==> src/rtl/game_flow_ctrl.sv <==
// game_flow_ctrl: session sequencer (tick, gated event pulses, speed, IDLE/COUNTDOWN/RUN/CRASH/GAMEOVER flow).
// Define GAME_PAUSE_EN to add the pauseKey input and the PAUSE state.
module game_flow_ctrl #(
    parameter int FRAMES_PER_SEC = 60,
    parameter int MAX_SPEED      = 9,
    parameter int ACCEL_FRAMES   = 8,
    parameter int CRASH_SEC      = 2,
    parameter int COUNT_SEC      = 3
) (
    input  logic       clk,
    input  logic       reset,
    input  logic       startOfFrame,
    input  logic       startKey,
    input  logic       gasKey,
    input  logic       brakeKey,
    input  logic       collision,
    input  logic       fueltank,
`ifdef GAME_PAUSE_EN
    input  logic       pauseKey,
`endif
    input  logic [3:0] fuelLsb,
    input  logic [3:0] fuelMsb,
    output logic       onesec,
    output logic       collisionPulse,
    output logic       fuelPulse,
    output logic [3:0] playerSpeed,
    output logic       datapathResetN,
    output logic [2:0] gameState,
    output logic [3:0] countdownDigit,
    output logic       freeze
);
    localparam int FW = $clog2(FRAMES_PER_SEC + 1);
    localparam int AW = $clog2(ACCEL_FRAMES + 1);

    typedef enum logic [2:0] {
        IDLE = 3'd0, COUNTDOWN = 3'd1, RUN = 3'd2, CRASH = 3'd3, GAMEOVER = 3'd4, PAUSE = 3'd5
    } state_t;

    state_t state, state_n;
    logic start_q, coll_q, fuel_q;
    logic [FW-1:0] frame_cnt;
    logic [AW-1:0] accel_cnt;
    logic [3:0] crash_cnt, speed, speed_n;
    logic start_e, coll_e, fuel_e, pause_e, empty, adv, step, entering_cd;

    function automatic logic counting(state_t s);
        return s == COUNTDOWN || s == RUN || s == CRASH;
    endfunction

    assign start_e = startKey & ~start_q;
    assign coll_e  = collision & ~coll_q;
    assign fuel_e  = fueltank & ~fuel_q;
    assign empty   = fuelLsb == 4'd0 && fuelMsb == 4'd0;

`ifdef GAME_PAUSE_EN
    logic pause_q;
    assign pause_e = pauseKey & ~pause_q;
    always_ff @(posedge clk) pause_q <= pauseKey;
`else
    assign pause_e = 1'b0;
`endif

    always_comb begin
        state_n = state;
        case (state)
            IDLE, GAMEOVER: state_n = start_e ? COUNTDOWN : state;
            COUNTDOWN:      state_n = (onesec && countdownDigit == 4'd1) ? RUN : COUNTDOWN;
            RUN:            state_n = empty ? GAMEOVER : coll_e ? CRASH : pause_e ? PAUSE : RUN;
            CRASH:          state_n = empty ? GAMEOVER : (onesec && crash_cnt == 4'd1) ? RUN : CRASH;
`ifdef GAME_PAUSE_EN
            PAUSE:          state_n = pause_e ? RUN : PAUSE;
`endif
            default:        state_n = IDLE;
        endcase
    end

    // A frame only counts when the flow stays in a ticking state, so pausing freezes the phase.
    assign adv         = startOfFrame && counting(state) && counting(state_n);
    assign step        = startOfFrame && state == RUN && state_n == RUN && accel_cnt == AW'(ACCEL_FRAMES - 1);
    assign entering_cd = state_n == COUNTDOWN && state != COUNTDOWN;
    assign speed_n     = (state_n != RUN && state_n != PAUSE) ? 4'd0 :
                         !step    ? speed :
                         brakeKey ? (speed == 4'd0 ? 4'd0 : speed - 4'd1) :
                         gasKey   ? (speed >= 4'(MAX_SPEED) ? 4'(MAX_SPEED) : speed + 4'd1) : speed;
    assign gameState   = state;

    always_ff @(posedge clk) begin
        if (reset) begin
            state          <= IDLE;
            start_q        <= startKey;
            coll_q         <= collision;
            fuel_q         <= fueltank;
            frame_cnt      <= '0;
            accel_cnt      <= '0;
            crash_cnt      <= 4'd0;
            speed          <= 4'd0;
            onesec         <= 1'b0;
            collisionPulse <= 1'b0;
            fuelPulse      <= 1'b0;
            playerSpeed    <= 4'd0;
            datapathResetN <= 1'b1;
            countdownDigit <= 4'd0;
            freeze         <= 1'b1;
        end else begin
            state          <= state_n;
            start_q        <= startKey;
            coll_q         <= collision;
            fuel_q         <= fueltank;
            frame_cnt      <= entering_cd ? '0 :
                              adv ? (frame_cnt == FW'(FRAMES_PER_SEC - 1) ? '0 : frame_cnt + 1'b1) : frame_cnt;
            onesec         <= adv && frame_cnt == FW'(FRAMES_PER_SEC - 1);
            accel_cnt      <= (state_n == RUN && state != RUN && state != PAUSE) ? '0 :
                              (startOfFrame && state == RUN && state_n == RUN) ?
                              (accel_cnt == AW'(ACCEL_FRAMES - 1) ? '0 : accel_cnt + 1'b1) : accel_cnt;
            crash_cnt      <= (state == RUN && state_n == CRASH) ? 4'(CRASH_SEC) :
                              (state == CRASH && onesec) ? crash_cnt - 4'd1 : crash_cnt;
            countdownDigit <= entering_cd ? 4'(COUNT_SEC) :
                              (state == COUNTDOWN && onesec) ? countdownDigit - 4'd1 : countdownDigit;
            speed          <= speed_n;
            playerSpeed    <= state_n == PAUSE ? 4'd0 : speed_n;
            collisionPulse <= state == RUN && !empty && coll_e;
            fuelPulse      <= state == RUN && !empty && fuel_e;
            datapathResetN <= !entering_cd;
            freeze         <= state_n != RUN;
        end
    end
endmodule

==> config.mk <==
export PLATFORM = sky130hd
export DESIGN_NAME = game_flow_ctrl
export DESIGN_NICKNAME = d
export VERILOG_FILES = /design/src/rtl/game_flow_ctrl.sv
export SDC_FILE = /design/constraint.sdc
export NUM_CORES = 1
export LEC_CHECK = 0
export ABC_AREA = 1
export BUFFER_PORTS_ARGS = -buffer_cell sky130_fd_sc_hd__clkbuf_2
export CAP_MARGIN = 25
export CORE_ASPECT_RATIO = 0.6
export CORE_MARGIN = 2
export CORE_UTILIZATION = 59
export DETAILED_ROUTE_END_ITERATION = 10
export MAX_ROUTING_LAYER = met4
export PLACE_DENSITY = 0.85
export SYNTH_ARGS = -nofsm -noshare
export SYNTH_HDL_FRONTEND = slang
export SYNTH_SLANG_ARGS = --single-unit
==> constraint.sdc <==
create_clock -name clk -period 3.34 [get_ports clk]
set_input_delay 0.501 -clock clk [delete_from_list [all_inputs] [get_ports clk]]
set_output_delay 0.501 -clock clk [all_outputs]
set_load 0.02 [all_outputs]
==> flow_summary_export.csv, run 1 <==
group,metric,value,unit
outcome,status,"finished clean",
drt,detail_route.first_pass.iterations,4,
logic_synthesis,synth_nets,301,
drt,viasPerCell,5.18,
drt,routed_wl,4.07,mm
clock_tree,cts_tree,"done",
finish,fillers,249,
finish,postLayoutCellArea,2170,µm²
worst_hold_path,hold_start,"collision",
logic_synthesis,syn_inst,276,
timing,finalHoldViolCount,0,
logic_synthesis,ys_seq_area_share,39.1,%
floorplanning,die_w,77.1,µm
drt,drt_iter0_drc,187,
timing,finalSetupTns,0,ps
setup_path,path_class,"flip-flop to flip-flop",
timing,slew_headroom,68.7,%
clock_tree,ctsHoldBuffers,0,
worst_hold_path,hold_depth,1,
clock_tree,cts.reportedPaths.clkPinSlew,80,ps
floorplanning,ios,32,
clock_tree,cts-buffers-inserted,5,
clock_tree,postCtsSetupBuffers,0,
clock_tree,cts_resized,0,
floorplanning,core,2970,µm²
setup_path,worstSetupEndpointType,"flip-flop",
logic_synthesis,synthArstFlopShare,0,%
setup_path,r2r-start,"countdownDigit[1]",
drt,vias,1828,
clock_tree,worstSkewPairLatency,290,ps
global_routing,grt_pass1_wl,6.90,mm
clock_tree,root_buffer,"clkbuf_8",
global_routing,grt_max_degree,19,
power,p_per_area,387,nW/µm²
placed_design,dp_hpwl,3.08,mm
timing,rsz0062_at_grt,"no",
global_routing,grt_util_all_layers,25.4,%
drt,drtAntennaViolNets,0,
timing,slew_violations,0,
power,p_leak,1.06,nW
worst_hold_path,holdPathEnd,"coll_q",
timing,worst_pin_slew,464,ps
setup_path,crit_fanout,11,
drt,wl_per_cell,11.5,µm
timing,period_share,56.7,%
logic_synthesis,synth_edf_count,0,
logic_synthesis,yosys_warnings,0,
drt,drc_errors,0,
clock_tree,htree_levels,2,
floorplanning,rows,15,
logic_synthesis,synth_cell_types,26,
floorplanning,chipHeight,47.9,µm
placed_design,place_area,2070,µm²
worst_hold_path,hp-class,"input port to flip-flop",
timing,period_minus_slack,1890,ps
finish,final_nets,335,
global_routing,grt_pass1_vias,1574,
logic_synthesis,synth_flop_cell,"dfxtp_1",
setup_path,rr_worst_depth,13,
power,finalPower,0.839,mW
setup_path,cp.arrival,2060,ps
finish,final-seq-area,741,µm²
finish,syn_to_final_growth,14.7,%
setup_path,regToRegEndpoint,"playerSpeed[0]",
timing,max_freq,528,MHz
global_routing,grt_overflow,0,
finish,drive_above_1_share,15.1,%
placed_design,port_buffers,31,
finish,multi_input_area,957,µm²
clock_tree,clockBufferDepth,2,
logic_synthesis,synth-seq-cells,37,
timing,setup_violations,0,
setup_path,worstSetupStartpointType,"flip-flop",
setup_path,required,3510,ps
setup_path,r2r_setup_slack,1450,ps
timing,skew,4.85,ps
floorplanning,fp.dieArea,3690,µm²
logic_synthesis,synth_area,1890,µm²
logic_synthesis,avgSynthCellArea,6.86,µm²
clock_tree,cts.sinks,37,
placed_design,place.gp.congestion,0.855,
floorplanning,start_util,63.8,%
global_routing,antenna_found_initial,0,
job,maxCapViolations,0,
finish,antennaDiodeCount,0,
power,vdd_drop_max,0.287,mV
-- synthesized netlist by cell type, types with 3 or more instances --
cell type | instances | area share [%]
xor2_1 | 3 | 1.4
inv_1 | 45 | 8.9
nor2_1 | 44 | 8.7
o21ai_0 | 16 | 4.2
a21oi_1 | 20 | 5.3
nand3_1 | 18 | 4.8
nor3_1 | 4 | 1.1
ha_1 | 9 | 5.9
dfxtp_1 | 37 | 39
nand2_1 | 54 | 11
nand4_1 | 5 | 1.7
-- state kept, by name, summed over array words and instances, names as in the netlist --
register / cells
frame_cnt: 6
accel_cnt: 4
countdownDigit: 4
crash_cnt: 4
playerSpeed: 4
speed: 4
gameState: 3
coll_q: 1
collisionPulse: 1
datapathResetN: 1
freeze: 1
fuelPulse: 1
fuel_q: 1
onesec: 1
start_q: 1
-- stage by stage --
stage,utilization (%),setup WS (ps),cells,hold WS (ps)
after floorplan,-,1690,276,443
after global placement,70.0,1400,345,457
after detailed placement,70.0,1330,345,464
after CTS,73.2,1460,353,322
after global routing,73.2,1250,353,318
final,73.2,1450,353,327
-- layer usage --
layer / up-vias / global-route usage, % / routed length (µm)
met5: - / - / 0
met4: 0 / 5.36 / 19
met3: 4 / 8.30 / 268
met2: 62 / 37.9 / 1660
met1: 824 / 34.0 / 2120
li1: 938 / - / -
-- how the worst max path moves through the flow --
stage	start	to	slack, ps	depth (start not counted)
2_1_floorplan	countdownDigit[0]	accel_cnt[2]	1690	12
3_3_place_gp	fuelLsb[1]	playerSpeed[0]	1400	11
3_5_place_dp	fuelMsb[3]	playerSpeed[2]	1330	11
4_1_cts	countdownDigit[1]	playerSpeed[2]	1460	13
5_1_grt	countdownDigit[1]	playerSpeed[1]	1250	13
6_report	countdownDigit[1]	playerSpeed[0]	1450	13
-- power by group --
group          internal [mW]  switching [mW]  leakage [nW]  total, mW
Sequential             0.448         0.00560         0.300      0.453
Clock                  0.167           0.160        0.0512      0.327
Combinational         0.0211          0.0382         0.705     0.0593
-- critical path, stage by stage, from the launching register on --
cell	delay [ps]
dfxtp_1	340
inv_1	100
ha_1	140
nand2_1	50
inv_1	70
nand2_1	70
nand2_1	70
nand2_1	50
nor2_1	120
nand3_2	100
nor2_2	340
nand3_1	120
nand3_1	150
nor2_1	50
-- layout by cell type, fill, tap and decap left out, drive strengths merged --
cell type  synthesis  routed
a211oi             1       1
a21oi             20      20
a31oi              2       2
clkbuf             2      37
clkinv             0       2
dfxtp             37      37
ha                 9       9
inv               45      45
nand2             55      55
nand3             20      20
nand3b             1       1
nand4              5       5
nor2              47      47
nor3               4       4
nor3b              1       1
nor4               1       1
o211ai             1       1
o21ai             16      16
or2                2       2
xnor2              2       2
xor2               3       3
-- logic make-up (layout without fill, tap and decap cells) --
logic type / after synthesis / after routing / synth area share [%]
xor gates and xnor gates: 5 / 5 / 2.31
AOI/OAI and AO/OA: 40 / 40 / 11.0
and+or+nand+nor: 136 / 136 / 31.3
adders and majority gates: 9 / 9 / 5.95
DFF: 37 / 37 / 39.1
buffers and inverters: 49 / 84 / 10.3
-- cell type report --
class                           instances  share of cell area [%]
Multi-Input combinational cell        190                    44.1
Sequential cell                        37                    34.1
Inverter                               45                    7.78
Timing Repair Buffer                   31                    7.15
Clock buffer                            6                    3.80
Tap cell                               42                    2.42
Clock inverter                          2                   0.634
No activity file was read; power rests on OpenSTA's default activity.
==> run 2: changes to the inputs <==
--- a/config.mk
+++ b/config.mk
@@ -10,10 +10,10 @@
 export CAP_MARGIN = 25
 export CORE_ASPECT_RATIO = 0.6
 export CORE_MARGIN = 2
-export CORE_UTILIZATION = 59
+export CORE_UTILIZATION = 50
 export DETAILED_ROUTE_END_ITERATION = 10
 export MAX_ROUTING_LAYER = met4
-export PLACE_DENSITY = 0.85
+export PLACE_DENSITY = 0.77
 export SYNTH_ARGS = -nofsm -noshare
 export SYNTH_HDL_FRONTEND = slang
 export SYNTH_SLANG_ARGS = --single-unit
==> constraint.sdc (replaced) <==
create_clock -name clk -period 1.65 [get_ports clk]
set_input_delay 0.2475 -clock clk [delete_from_list [all_inputs] [get_ports clk]]
set_output_delay 0.2475 -clock clk [all_outputs]
set_load 0.02 [all_outputs]
==> run 2 against run 1 <==
  * The run now ends with negative setup slack left
  * Register-to-register slack got worse by 1400 ps
  * Clock-buffer cell count fell by 1
  * Die area is 17% higher
  * Largest power group is now the clock network
  * Highest routed layer unchanged
==> flow_summary_export.csv, run 2 (same netlist as run 1, synthesis figures left out) <==
group,metric,value,unit
power,p_int,1.57,mW
drt,wl_per_cell,12.6,µm
finish,drive_above_1_share,28.3,%
placed_design,pre_cts_slack,21.2,ps
floorplanning,start_util,51.7,%
setup_path,worstSetupEndpointType,"flip-flop",
timing,slew_violations,0,
drt,vias,1894,
setup_path,worst_path_max_delay_cell,"dfxtp_2",
timing,slew_headroom,77.7,%
placed_design,port_buffers,31,
timing,max_freq,606,MHz
clock_tree,cts.sinks,37,
setup_path,cp.arrival,1840,ps
clock_tree,ctsHoldBuffers,0,
setup_path,r2r_setup_slack,-1,ps
floorplanning,fp.dieArea,4310,µm²
drt,detail_route.first_pass.iterations,5,
power,power.share.clock,46.6,%
finish,antennaDiodeCount,0,
power,combPwrFrac,7.7,%
clock_tree,worstSkewPairLatency,290,ps
floorplanning,chipHeight,51.7,µm
setup_path,regToRegEndpoint,"playerSpeed[2]",
clock_tree,cts_tree,"done",
finish,layout_commonest_cell,"nand2_1",
finish,max_flop_register,"frame_cnt",
global_routing,grt_pass1_wl,7.38,mm
timing,layout_setup_ws,-1.00,ps
clock_tree,cts.reportedPaths.clkPinSlew,80,ps
setup_path,worstSetupStartpointType,"flip-flop",
placed_design,place.gp.congestion,0.879,
floorplanning,rows,17,
finish,final_cell_mix,"48 x nand2_1, 42 x inv_1, 40 x nor2_1, 31 x clkbuf_2, 30 x dfxtp_1",
setup_path,r2r-start,"crash_cnt[0]",
setup_path,crit_buf_inv,2,
setup_path,crit_start,"crash_cnt[0]",
power,vdd_drop_max,0.666,mV
clock_tree,root_buffer,"clkbuf_8",
timing,skew,8.02,ps
global_routing,grt_max_degree,13,
setup_path,required,1840,ps
setup_path,path_cells,"ha_4 > nand2_1 > inv_1 > nand2_2 > nand2_2 > nor2_1 > nor2_2 > nand3_2 > nor2_4 > buf_6 > nand3_2 > nand3_2 > nor2_1",
power,p_per_area,819,nW/µm²
clock_tree,htree_levels,2,
global_routing,antenna_found_initial,0,
timing,finalHoldViolCount,0,
finish,fillers,301,
global_routing,grt_pass1_vias,1587,
setup_path,cp_top_family,"simple AND/OR/NAND/NOR gates",
timing,period_minus_slack,1650,ps
drt,viasPerCell,5.04,
timing,hold_ws,67.7,ps
power,p_switching,0.444,mW
setup_path,cpPeakStageDelay,380,ps
drt,drc_errors,0,
setup_path,worst-path-stages,13,
job,maxCapViolations,0,
setup_path,rr_worst_depth,13,
placed_design,dp_hpwl,3.28,mm
timing,finalSetupTns,-1.00,ps
drt,routed_wl,4.75,mm
power,p_leak,1.18,nW
finish,utilization,67.2,%
setup_path,crit_end,"playerSpeed[2]",
floorplanning,core,3660,µm²
outcome,status,"finished with violations",
timing,period_share,100,%
clock_tree,clockBufferDepth,2,
setup_path,crit_fanout,4,
timing,worst_pin_slew,334,ps
clock_tree,cts-buffers-inserted,5,
finish,largest_reg_flops,6,
finish,final_nets,353,
floorplanning,die_w,83.4,µm
global_routing,grt_overflow,0,
global_routing,grt_util_all_layers,22.8,%
drt,drtAntennaViolNets,0,
power,switching_share,22.0,%
timing,setup_violations,1,
setup_path,crit_top_cell,"nand3_2",
worst_hold_path,hp-class,"input port to flip-flop",
finish,syn_to_final_growth,29.9,%
power,power_frac_seq,45.6,%
outcome,violations,"negative setup slack",
drt,drt_iter0_drc,143,
timing,rsz0062_at_grt,"yes",
floorplanning,ios,32,
setup_path,path_class,"flip-flop to flip-flop",
## run 2: worst min path at each step
stage / slack, ps / cells after the start / to / from
after floorplan: 280 / 0 / coll_q / collision
after global placement: 370 / 1 / coll_q / collision
after detailed placement: 370 / 1 / start_q / startKey
after CTS: 60 / 1 / coll_q / collision
after global routing: 60 / 1 / fuel_q / fueltank
final: 70 / 1 / coll_q / collision
## run 2: worst reg2reg max path, stage by stage, from the launching register on
cell and delay, ps:
dfxtp_2 380, ha_4 140, nand2_1 50, inv_1 70, nand2_2 60, nand2_2 90
nor2_1 60, nor2_2 100, nand3_2 120, nor2_4 130, buf_6 120, nand3_2 70
nand3_2 100, nor2_1 50
## run 2: per-layer routing
| metal | track usage (%) | wire length (µm) | vias up |
|---|---|---|---|
| li1 | - | - | 979 |
| met1 | 32.3 | 2400 | 841 |
| met2 | 32.7 | 2000 | 70 |
| met3 | 6.67 | 333 | 4 |
| met4 | 4.84 | 17 | 0 |
| met5 | - | 0 | - |
## run 2: per-stage QoR
step | cell area, µm² | total power, mW | instances
after detailed placement | 2190 | 1.07 | 364
after CTS | 2400 | 2.00 | 375
after global placement | 2190 | 1.07 | 364
after floorplan | 1890 | 1.01 | 276
after global routing | 2460 | 2.08 | 376
final | 2460 | 2.01 | 376
## run 2: area by class of cell
cell class	instances	area, µm²	area share, %
sequential	37	749	30.5
multi-input combinational	190	1050	42.7
timing repair buffer	49	298	12.1
tap	47	58.8	2.39
clock buffer	5	68.8	2.80
inverter	45	169	6.87
clock inverter	3	65.1	2.64
## run 2: power groups by stage
stage	logic, mW	registers, mW	clock network [mW]
floorplan	0.0683	0.945	0
global placement	0.130	0.936	0
detailed placement	0.132	0.937	0
CTS	0.139	0.917	0.942
global route	0.171	0.920	0.985
finish	0.156	0.919	0.940
## run 2: timing repair
| item | in CTS | in global routing |
|---|---|---|
| setup buffers | 3 | 1 |
| pin swaps | 9 | 18 |
| gates resized for setup | 18 | 19 |
| setup endpoints to repair | 11 | 19 |
